## src/rtl/ray_pkg.sv

```systemverilog
// Shared types for the ray generator: default vector width, packed 3-vector
// and the frame-walk state encoding.
package ray_pkg;

    localparam int POSITION_WIDTH_DEFAULT = 16;

    // Component 0 (x) occupies the least-significant slice.
    typedef logic [3*POSITION_WIDTH_DEFAULT-1:0] vec3;

    typedef enum logic [1:0] {
        IDLE,
        LOAD,
        EMIT
    } state_t;

endpackage

```

## src/rtl/ray_generator_vec3_add.sv

```systemverilog
// Per-component modular addition of two packed 3-vectors; carries never
// cross component boundaries.
module vec3_add
    import ray_pkg::*;
#(
    parameter int POSITION_WIDTH = POSITION_WIDTH_DEFAULT
) (
    input  logic [3*POSITION_WIDTH-1:0] a,
    input  logic [3*POSITION_WIDTH-1:0] b,
    output logic [3*POSITION_WIDTH-1:0] sum
);

    always_comb begin
        sum = '0;
        for (int i = 0; i < 3; i++) begin
            sum[i*POSITION_WIDTH +: POSITION_WIDTH] =
                a[i*POSITION_WIDTH +: POSITION_WIDTH] + b[i*POSITION_WIDTH +: POSITION_WIDTH];
        end
    end

endmodule

```

## src/rtl/ray_generator.sv

```systemverilog
// Walks a width x height frame in raster order, emitting one camera ray per
// pixel with its frame-buffer address over a valid/taken handshake.
module ray_generator
    import ray_pkg::*;
#(
    parameter int POSITION_WIDTH = POSITION_WIDTH_DEFAULT,
    parameter int ADDRESS_WIDTH  = 32,
    parameter int PIXEL_BYTES    = 4
) (
    input  logic                        clock,
    input  logic                        resetN,
    input  logic                        start,
    input  logic                        flush,
    input  logic [11:0]                 width,
    input  logic [11:0]                 height,
    input  logic [ADDRESS_WIDTH-1:0]    frameAddress,
    input  logic [3*POSITION_WIDTH-1:0] cameraQ,
    input  logic [3*POSITION_WIDTH-1:0] cameraV,
    input  logic [3*POSITION_WIDTH-1:0] cameraX,
    input  logic [3*POSITION_WIDTH-1:0] cameraY,
    output logic                        rayValid,
    input  logic                        rayTaken,
    output logic [3*POSITION_WIDTH-1:0] rayOrigin,
    output logic [3*POSITION_WIDTH-1:0] rayDirection,
    output logic [ADDRESS_WIDTH-1:0]    rayPixelAddress,
    output logic                        rayLast,
    output logic                        ready,
    output logic                        busy
);

    state_t                      state;
    logic [11:0]                 x, y;
    logic [11:0]                 widthR, heightR;
    logic [3*POSITION_WIDTH-1:0] camX, camY;
    logic [3*POSITION_WIDTH-1:0] rowDir;
    logic [3*POSITION_WIDTH-1:0] dirPlusX, rowPlusY;

    vec3_add #(.POSITION_WIDTH(POSITION_WIDTH)) u_step_x (
        .a   (rayDirection),
        .b   (camX),
        .sum (dirPlusX)
    );

    vec3_add #(.POSITION_WIDTH(POSITION_WIDTH)) u_step_y (
        .a   (rowDir),
        .b   (camY),
        .sum (rowPlusY)
    );

    always_ff @(posedge clock) begin
        if (!resetN) begin
            state           <= IDLE;
            rayValid        <= 1'b0;
            rayLast         <= 1'b0;
            busy            <= 1'b0;
            ready           <= 1'b1;
            x               <= '0;
            y               <= '0;
            widthR          <= '0;
            heightR         <= '0;
            camX            <= '0;
            camY            <= '0;
            rowDir          <= '0;
            rayOrigin       <= '0;
            rayDirection    <= '0;
            rayPixelAddress <= '0;
        end else if (flush) begin
            state    <= IDLE;
            rayValid <= 1'b0;
            rayLast  <= 1'b0;
            busy     <= 1'b0;
            ready    <= 1'b1;
        end else begin
            case (state)
                IDLE: begin
                    if (start) begin
                        state <= LOAD;
                        ready <= 1'b0;
                        busy  <= 1'b1;
                    end
                end
                LOAD: begin
                    widthR          <= width;
                    heightR         <= height;
                    camX            <= cameraX;
                    camY            <= cameraY;
                    rayOrigin       <= cameraQ;
                    rowDir          <= cameraV;
                    rayDirection    <= cameraV;
                    rayPixelAddress <= frameAddress;
                    x               <= '0;
                    y               <= '0;
                    if (width == 12'd0 || height == 12'd0) begin
                        state <= IDLE;
                        ready <= 1'b1;
                        busy  <= 1'b0;
                    end else begin
                        state    <= EMIT;
                        rayValid <= 1'b1;
                        rayLast  <= (width == 12'd1) && (height == 12'd1);
                    end
                end
                EMIT: begin
                    // rayValid is always high in EMIT, so rayTaken alone marks a transfer.
                    if (rayTaken) begin
                        if (rayLast) begin
                            state    <= IDLE;
                            rayValid <= 1'b0;
                            rayLast  <= 1'b0;
                            busy     <= 1'b0;
                            ready    <= 1'b1;
                        end else if (x != widthR - 12'd1) begin
                            x               <= x + 12'd1;
                            rayDirection    <= dirPlusX;
                            rayPixelAddress <= rayPixelAddress + ADDRESS_WIDTH'(PIXEL_BYTES);
                            rayLast         <= (x + 12'd1 == widthR - 12'd1) && (y == heightR - 12'd1);
                        end else begin
                            x               <= '0;
                            y               <= y + 12'd1;
                            rowDir          <= rowPlusY;
                            rayDirection    <= rowPlusY;
                            rayPixelAddress <= rayPixelAddress + ADDRESS_WIDTH'(PIXEL_BYTES);
                            rayLast         <= (widthR == 12'd1) && (y + 12'd1 == heightR - 12'd1);
                        end
                    end
                end
                default: state <= IDLE;
            endcase
        end
    end

endmodule

```

## config.mk

```make
export PLATFORM = sky130hd
export DESIGN_NAME = ray_generator
export DESIGN_NICKNAME = d
export VERILOG_FILES = /design/src/rtl/ray_pkg.sv /design/src/rtl/ray_generator_vec3_add.sv /design/src/rtl/ray_generator.sv
export SDC_FILE = /design/constraint.sdc
export NUM_CORES = 1
export LEC_CHECK = 0
export CAP_MARGIN = 20
export CELL_PAD_IN_SITES_DETAIL_PLACEMENT = 0
export CELL_PAD_IN_SITES_GLOBAL_PLACEMENT = 2
export CORE_ASPECT_RATIO = 1.5
export CORE_MARGIN = 5
export CORE_UTILIZATION = 30
export CTS_CLUSTER_DIAMETER = 100
export DETAILED_ROUTE_END_ITERATION = 16
export PLACE_DENSITY = 0.8
export SLEW_MARGIN = 40
export SYNTH_ARGS = -nofsm -noshare
export SYNTH_HDL_FRONTEND = slang
export SYNTH_SLANG_ARGS = --single-unit
```

## constraint.sdc

```tcl
create_clock -name clock -period 3.3 [get_ports clock]
set_clock_uncertainty 0.05 [all_clocks]
set_input_delay 0.66 -clock clock [delete_from_list [all_inputs] [get_ports clock]]
set_output_delay 0.66 -clock clock [all_outputs]
set_load 0.01 [all_outputs]
```

==> results.yml, run 1 <==
yosys:
  ys_seq_elements: 326
  syn_area_per_cell_um2: 7.79
  synth_edf_count: 0
  ys_types: 96
  yosysTopAreaCellShare_pct: 34.6
  yosysTopAreaCell: "dfxtp_1"
  netlist_instances: 2425
  syn_nets: 2785
  ys.warnings.count: 0
  synth_ff_type: "dfxtp_1"
  async_flop_share_pct: 0
  synth-seq-area-share_pct: 34.6
  synthTopCellsByArea: "dfxtp_1, nand2_1, a21oi_1, ha_1, xnor2_1"
  synth_area_mm2: 0.0189
sta:
  final_max_slew_viol_count: 0
  clock.fmax_mhz: 314
  tns_ps: 0
  setup_violations: 0
  rsz0062_at_grt: "no"
  hold_ws_ps: 402
  slew_headroom_pct: 50.7
  period_minus_slack_ps: 3180
  hold_viol_final: 0
  fin_crit_sh_pct: 96.5
  tightest_slew_ps: 740
  fin_ws_ps: 115
global_route:
  antenna_found_initial: 1
  grt_pass1_wl_mm: 113
  gr-total-overflow: 0
  grt_use_total_pct: 20.9
  grt_max_degree: 88
  grt_pass1_vias: 19000
detailed_routing:
  viasPerCell: 5.25
  vias: 19000
  ant_nets: 0
  drt-initial-drc-count: 975
  drt-total-wl_mm: 74.7
  drtPass1Iterations: 7
  route.detailed.drc: 0
  routedWlPerCell_um: 20.7
power:
  power.density_mw_per_mm2: 399
  p_leak_nw: 9.59
  vdd_drop_max_uv: 332
placed_design:
  placed_cell_area_mm2: 0.0238
  io_buffers: 384
  place_congestion: 0.905
  dp_hpwl_mm: 56.5
  pre_cts_slack_ps: -86.6
clocking:
  cts_root_buffer: "clkbuf_16"
  clk_latency_ps: 570
  cts_buffer_depth: 3
  clock-sinks: 326
  clk_pin_slew_worst_paths_ps: 60
  numCtsBuffers: 39
  htree_levels: 2
  cts_tree: "yes"
die:
  die_w_um: 215
  die_h_um: 317
  rows: 112
  initial_core_util_pct: 30.3
  core-area_mm2: 0.0624
  die-area_mm2: 0.0682
  pin_count: 385
status:
  status: "complete, no violations"
setup_path:
  crit_required_ps: 3750
  regToRegEndpoint: "y[4]"
  rr_worst_depth: 9
  critPathKind: "flip-flop to flip-flop"
  cp_max_fo: 8
  worstPathArrival_ps: 3630
  r2r_start: "widthR[2]"
  worstSetupEndpointType: "flip-flop"
  r2r_slack_ps: 120
  cp-start-kind: "flip-flop"
min_path:
  min_to: "rayOrigin[40]"
  hold_path.class: "flip-flop to flip-flop"
  holdPathStages: 2
  hp-start: "rayOrigin[40]"
finish:
  post-route-util_pct: 40.5
  final_cell_mix: "nand2_1, clkdlybuf4s50_1, dfxtp_1"
  fill_cells: 6405
  drive_gt1_share_pct: 7.10
  layout_commonest_cell: "nand2_1"
  seq_area_mm2: 0.00653
  area_growth_pct: 33.7
  design_area_mm2: 0.0253
  fin_nets: 3147
  multi_input_area_mm2: 0.0117
run:
  cap_violations: 0
[registers in the layout, summed over array words and instances (netlist names), 2 cells and up]
register         count
rayDirection        48
heightR             12
camX                48
widthR              12
rayOrigin           48
camY                48
x                   12
y                   12
rowDir              48
state                2
rayPixelAddress     32
[report_power, final]
part	internal, mW	total (mW)	leakage, nW	switching, mW
sequential	4.05	4.16	2.64	0.109
combinational	0.713	1.41	6.30	0.694
clock	2.67	4.50	0.649	1.83
[final cells by class]
type,instances,area share (%)
clock buffer,54,4.41
inverter,56,0.882
sequential,326,25.8
multi-input combinational,1908,46.2
timing repair buffer,456,18.0
antenna,1,0.00991
clock inverter,15,0.768
tap,798,3.95
[worst max-delay path by stage]
stage	to	slack (ps)	from
floorplan	y[11]	260	widthR[2]
global placement	rayDirection[29]	-130	widthR[2]
detailed placement	rayDirection[29]	-90	widthR[1]
CTS	rayDirection[9]	10	widthR[2]
global route	rayDirection[12]	2	rayDirection[0]
finish	y[4]	120	widthR[2]
[timing repair]
action / 4_1_cts / 5_1_grt
buffers inserted: 0 / 4
hold buffers: 0 / 0
gates cloned: 0 / 1
endpoints found under the hold margin: 0 / 0
gates resized for setup: 1 / 10
setup endpoints to repair: 3 / 41
pin swaps: 0 / 3
[metal layers]
layer  vias up  part of all wire, %  global-route usage (%)
met1      9061                   42                    24.8
met3        95                  4.6                    3.85
met4         0                  2.9                    6.08
met5         -                    0                       0
met2       462                   51                    38.4
li1       9366                    -                       -
[critical path: stages, from the launching register on]
cell,delay (ps)
dfxtp_1,400
or4_4,560
or3b_1,440
a211oi_4,290
and4b_4,300
buf_4,140
nand3_4,140
or2_4,310
or3_1,360
a21oi_1,140
[synth_stat cells, types with 8 or more instances]
cell	n
nand2_1	460
dfxtp_1	326
a21oi_1	308
nor2_1	173
o21ai_0	117
ha_1	101
clkbuf_1	100
xnor2_1	82
nand3_1	59
inv_1	55
nor3_1	50
o21a_1	41
xor2_1	38
a211oi_1	36
nor2b_1	30
and3_1	21
a21o_1	20
nand4_1	20
or3_1	20
buf_1	19
nand2b_1	18
o22ai_1	18
mux2i_1	17
a31oi_1	16
nor4_1	16
o31ai_1	16
o32ai_1	13
o211a_1	12
and2_1	11
a311oi_1	10
buf_2	9
o211ai_1	9
or2_2	9
or4_1	9
a221oi_1	8
a22oi_1	8
o221a_2	8
[through the flow]
stage | total power [mW] | cells
floorplan | 4.91 | 2425
global placement | 5.64 | 3539
detailed placement | 5.65 | 3539
CTS | 10.2 | 3608
global route | 10.5 | 3614
finish | 10.1 | 3614
[logic make-up (layout without fill, tap and decap cells)]
logic type | Yosys count | after routing | share of synthesized area (%)
AOI/OAI and AO/OA | 721 | 721 | 24.2
adders and majority gates | 107 | 107 | 7.33
DFF | 326 | 326 | 34.6
xor gates and xnor gates | 124 | 124 | 6.06
other | 0 | 1 | 0
muxes | 21 | 21 | 1.14
and+or+nand+nor | 935 | 935 | 22.5
buffers and inverters | 191 | 581 | 4.15
(Power assumes the default switching activity.)
==> run 2: changes to the inputs <==
--- a/config.mk
+++ b/config.mk
@@ -5,7 +5,6 @@
 export SDC_FILE = /design/constraint.sdc
 export NUM_CORES = 1
 export LEC_CHECK = 0
-export CAP_MARGIN = 20
 export CELL_PAD_IN_SITES_DETAIL_PLACEMENT = 0
 export CELL_PAD_IN_SITES_GLOBAL_PLACEMENT = 2
 export CORE_ASPECT_RATIO = 1.5
==> results of run 2 <==
No change in the layout: final DEF, timing and power equal those of run 1.
